## src/rtl/d_branch_predict_unit_pkg.sv

```systemverilog
// Shared encodings for branch resolution and prediction:
// branch-type codes and 2-bit counter states.
package d_branch_predict_unit_pkg;

  typedef enum logic [2:0] {
    BType_NONE = 3'd0,
    BType_BEQ  = 3'd1,
    BType_BNE  = 3'd2,
    BType_BGTZ = 3'd3,
    BType_BLTZ = 3'd4,
    BType_BGEZ = 3'd5,
    BType_BLEZ = 3'd6,
    BType_RSVD = 3'd7
  } btype_e;

  typedef enum logic [1:0] {
    CTR_SNT = 2'b00,
    CTR_WNT = 2'b01,
    CTR_WT  = 2'b10,
    CTR_ST  = 2'b11
  } ctr_e;

  function automatic logic [1:0] ctr_next(
    input logic [1:0] c,
    input logic       t
  );
    if (t)
      return (c == CTR_ST) ? c : c + 2'd1;
    return (c == CTR_SNT) ? c : c - 2'd1;
  endfunction

endpackage

```

## src/rtl/d_branch_predict_unit_branch_cond_eval.sv

```systemverilog
// Combinational branch condition evaluation for the D stage.
// Sign tests treat rs as a two's-complement value.
module branch_cond_eval
  import d_branch_predict_unit_pkg::*;
#(
  parameter int WIDTH = 32
) (
  input  logic [2:0]       btype_i,
  input  logic [WIDTH-1:0] rs_i,
  input  logic [WIDTH-1:0] rt_i,
  output logic             taken_o
);

  logic eq;
  logic neg;
  logic zero;

  assign eq   = (rs_i == rt_i);
  assign neg  = rs_i[WIDTH-1];
  assign zero = (rs_i == '0);

  always_comb begin
    taken_o = 1'b0;
    unique case (btype_e'(btype_i))
      BType_BEQ:  taken_o = eq;
      BType_BNE:  taken_o = ~eq;
      BType_BGTZ: taken_o = ~neg & ~zero;
      BType_BLTZ: taken_o = neg;
      BType_BGEZ: taken_o = ~neg;
      BType_BLEZ: taken_o = neg | zero;
      default:    taken_o = 1'b0;
    endcase
  end

endmodule

```

## src/rtl/d_branch_predict_unit.sv

```systemverilog
// Branch resolution in D, 2-bit counter prediction in F,
// and saturating branch / mispredict statistics.
module d_branch_predict_unit
  import d_branch_predict_unit_pkg::*;
#(
  parameter int WIDTH     = 32,
  parameter int BHT_DEPTH = 64,
  parameter int CNT_W     = 32
) (
  input  logic             clk,
  input  logic             reset_n,
  input  logic [31:0]      f_pc,
  output logic             f_pred_taken,
  input  logic             d_valid,
  input  logic             d_stall,
  input  logic [2:0]       d_btype,
  input  logic [31:0]      d_pc,
  input  logic             d_pred_taken,
  input  logic [WIDTH-1:0] d_rs,
  input  logic [WIDTH-1:0] d_rt,
  output logic             d_taken,
  output logic             d_mispredict,
  input  logic             clr_stats,
  output logic [CNT_W-1:0] stat_branches,
  output logic [CNT_W-1:0] stat_mispredicts
);

  localparam int IDX_W = $clog2(BHT_DEPTH);

  logic [1:0]       bht_q [BHT_DEPTH];
  logic [IDX_W-1:0] f_idx;
  logic [IDX_W-1:0] u_idx;
  logic             resolve;
  logic             is_br;
  logic [CNT_W-1:0] br_q, br_d;
  logic [CNT_W-1:0] mp_q, mp_d;
  logic             unused_pc;

  assign unused_pc = ^{f_pc[31:IDX_W+2], f_pc[1:0],
                       d_pc[31:IDX_W+2], d_pc[1:0]};

  branch_cond_eval #(
    .WIDTH(WIDTH)
  ) u_cond (
    .btype_i(d_btype),
    .rs_i   (d_rs),
    .rt_i   (d_rt),
    .taken_o(d_taken)
  );

  assign f_idx = f_pc[IDX_W+1:2];
  assign u_idx = d_pc[IDX_W+1:2];

  assign is_br = (d_btype != BType_NONE)
               & (d_btype != BType_RSVD);
  assign resolve = d_valid & ~d_stall & is_br;
  assign d_mispredict = resolve & (d_taken ^ d_pred_taken);

  // No bypass: F sees the pre-update counter
  assign f_pred_taken = bht_q[f_idx][1];

  always_ff @(posedge clk or negedge reset_n) begin
    if (!reset_n) begin
      for (int i = 0; i < BHT_DEPTH; i++)
        bht_q[i] <= CTR_WNT;
    end else if (resolve) begin
      bht_q[u_idx] <= ctr_next(bht_q[u_idx], d_taken);
    end
  end

  always_comb begin
    br_d = br_q;
    mp_d = mp_q;
    if (clr_stats) begin
      br_d = '0;
      mp_d = '0;
    end else begin
      if (resolve && br_q != '1)
        br_d = br_q + 1'b1;
      if (d_mispredict && mp_q != '1)
        mp_d = mp_q + 1'b1;
    end
  end

  always_ff @(posedge clk or negedge reset_n) begin
    if (!reset_n) begin
      br_q <= '0;
      mp_q <= '0;
    end else begin
      br_q <= br_d;
      mp_q <= mp_d;
    end
  end

  assign stat_branches    = br_q;
  assign stat_mispredicts = mp_q;

endmodule
```

## config.mk

```make
export PLATFORM = sky130hd
export DESIGN_NAME = d_branch_predict_unit
export DESIGN_NICKNAME = d
export VERILOG_FILES = /design/src/rtl/d_branch_predict_unit_pkg.sv /design/src/rtl/d_branch_predict_unit_branch_cond_eval.sv /design/src/rtl/d_branch_predict_unit.sv
export SDC_FILE = /design/constraint.sdc
export NUM_CORES = 1
export LEC_CHECK = 0
export ABC_AREA = 0
export CORE_MARGIN = 5
export CORE_UTILIZATION = 45
export DETAILED_ROUTE_END_ITERATION = 12
export GPL_TIMING_DRIVEN = 1
export PLACE_DENSITY = 0.71
export SYNTH_ARGS = -nofsm -noshare
export SYNTH_HDL_FRONTEND = slang
export SYNTH_SLANG_ARGS = --single-unit
```

## constraint.sdc

```tcl
create_clock -name clk -period 3.94 [get_ports clk]
set_input_delay 0.394 -clock clk [delete_from_list [all_inputs] [get_ports clk]]
set_output_delay 0.394 -clock clk [all_outputs]
set_load 0.05 [all_outputs]
```

==> results.ini <==
[run_status]
status=finished, final reports clean

[clock_tree]
cts_tree=done
post_cts_buffers=0
clock_path_buffers=2
cts.sinks=192
worstSkewPairLatency_ns=0.44
cts_max_level=4
cts_resized=0
root_buffer=clkbuf_16
cts_hold_buf=0
clkTransAtPathRegs_ns=0.07
numCtsBuffers=17

[critical_path]
critPathArrivalTime_ns=3.05
rrSetupSlack_ns=0.95
start_kind=input port
reg2reg_to=bht_q[79]
crit_end=d_mispredict
rr_worst_depth=9
crit_type=input port to primary output
path_max_fanout=5
reg2reg_from=bht_q[49]
end_kind=primary output
startpoint=d_rs[14]
crit_required_ns=3.55

[power]
peakVddDrop_mv=0.343
p_clk_share_pct=38.2
p_sw_mw=1.24
leakage_nw=4.96
swShare_pct=28.1
power_density_nw_per_um2=342
p_int_mw=3.18
p_total_mw=4.42
combPwrFrac_pct=13.2
seqPwrFrac_pct=48.5

[synthesis]
synth_area_um2=10400
synth_cell_type_count=61
synth_flop_cell=dfrtp_1
ys_warn_count=0
syn-num-nets=1234
synth_top_area_share_pct=30.9
ys_seq_elements=192
synth.area.top_cells=dfrtp_1 (31%), dfstp_2 (16%), nand2_1 (8.2%)
async_flop_share_pct=100
yosysSeqAreaShare_pct=47.1
synth_cells=1095
yosys.area.top_type=dfrtp_1
syn_avg_cell_area_um2=9.46
synth_edf_count=0

[grt]
grt_pass1_wl_mm=46.7
grt_pass1_vias=8857
grt_max_degree=103
overflow=0
grt_usage_pct=22.2
grt_antenna_before_repair=0

[sta]
min_period_ns=3.44
drv_slew=0
hold_ws_ns=0.0692
tns_ns=0
final-hold-violation-count=0
period_share_pct=87.3
final-setup-viol-count=0
timing.slew.headroom_pct=45.1
fmax_mhz=291
rsz0062_at_grt=no
worst_pin_slew_ns=0.823
fin_skew_ns=0.0114

[placed_design]
dp_hpwl_mm=20.7
gp_congestion=0.883
portBuffers=151
dp.cells=1518

[drt]
viasPerCell=5.80
wl_per_cell_um=18.9
dr.pass1.iters=6
drt_iter0_drc=794
vias=8987
drc=0
ant_nets=0
totalWireLength_mm=29.3

[floorplan]
die_area_um2=26200
core_um2=22600
ioPinCount=204
die_w_um=162
fp-row-count=55
start_util_pct=45.8
dieHeight_um=162

[layout]
drive_gt1_share_pct=14.3
layout.nets=1391
diodes=0
syn_to_final_growth_pct=24.9
finalNonFillerCells=1550

[flow_run]
drv_cap=0

[hold_path]
hold_path.class=input port to asynchronous set/reset pin

[through the flow]
stage	utilization, %	setup slack [ns]	area [µm²]
final	57.1	0.500	12900
after floorplan	-	0.582	10400
after global placement	54.6	0.306	12400
after CTS	57.1	0.454	12900
after detailed placement	54.6	0.244	12400
after global routing	57.1	0.308	12900
[cell families (layout without fill, tap and decap cells)]
logic type | after synthesis | count (layout) | synth area share (%)
DFF | 192 | 192 | 47.1
adders and majority gates | 2 | 2 | 0.242
AOI/OAI and AO/OA | 252 | 252 | 14.0
muxes | 68 | 68 | 10.3
buffers and inverters | 68 | 238 | 2.63
and+or+nand+nor | 453 | 453 | 20.6
xor gates and xnor gates | 60 | 60 | 5.07
[registers in the layout, summed over array words and instances, names as in the netlist]
name / cells
stat_mispredicts: 32
stat_branches: 32
bht_q: 128
[worst max-delay path, stage by stage]
cell	delay, ns
clkdlybuf4s50_1	0.47
xor2_1	0.19
nor4_1	0.32
nand4_1	0.18
o311a_1	0.40
o32ai_4	0.31
buf_4	0.22
xnor2_1	0.13
and2_1	0.26
buf_12	0.17
[power by group through the flow]
stage	clock [mW]	sequential [mW]	combinational (mW)
3_3_place_gp	0	2.18	0.577
4_1_cts	1.71	2.15	0.587
5_1_grt	1.80	2.16	0.635
3_5_place_dp	0	2.18	0.586
6_report	1.69	2.15	0.585
2_1_floorplan	0	2.17	0.301
[Yosys cell counts, types with 5 or more instances]
cell type / number
or4_1: 7
and2_1: 7
nand2_1: 226
nand2b_1: 7
nor4_1: 20
nor3_1: 13
dfstp_2: 64
o31ai_1: 7
nand3_1: 32
clkbuf_1: 34
dfrtp_1: 128
and4_1: 6
and3_1: 17
mux2i_1: 27
inv_1: 15
a22oi_1: 5
mux2_1: 7
xnor2_1: 17
nor2b_1: 6
xor2_1: 43
a21oi_1: 38
nor2_1: 53
o21ai_0: 16
a31oi_1: 5
mux4_2: 30
nand4_1: 17
o21ai_1: 145
or3_1: 26
buf_2: 14
nand3b_1: 5
[how the worst min path moves through the flow]
stage | slack, ns | from | cells after the start | to
after detailed placement | 0.45 | bht_q[116] | 2 | bht_q[116]
after global placement | 0.45 | bht_q[58] | 2 | bht_q[58]
after floorplan | 0.1 | reset_n | 0 | bht_q[101]
final | 0.07 | reset_n | 1 | bht_q[77]
after global routing | 0.13 | reset_n | 1 | bht_q[75]
after CTS | 0.1 | reset_n | 1 | bht_q[77]
[cells in the final DEF (no fill, tap or decap), types with 32 or more instances in the layout]
| master | count |
|---|---|
| nand2_1 | 225 |
| clkdlybuf4s50_1 | 145 |
| o21ai_1 | 144 |
| dfrtp_1 | 128 |
| dfstp_2 | 64 |
| nor2_1 | 53 |
| xor2_1 | 43 |
| a21oi_1 | 38 |
| buf_4 | 36 |
| nand3_1 | 32 |
[final cells by class]
cell class,count,area (µm²)
Fill cell,1989,9700
Multi-Input combinational cell,835,5220
Sequential cell,192,4880
Timing Repair Buffer,189,1850
Clock buffer,17,425
Tap cell,285,357
Clock inverter,15,144
Inverter,17,63.8
[layer usage]
layer	GRT usage, %	routed length, µm	vias to the layer above
met5	0	0	-
met2	37.2	14200	346
met1	29.2	12200	4331
met4	5.88	512	0
li1	-	-	4275
met3	5.15	2330	35
No activity file was read; power rests on OpenSTA's default activity.
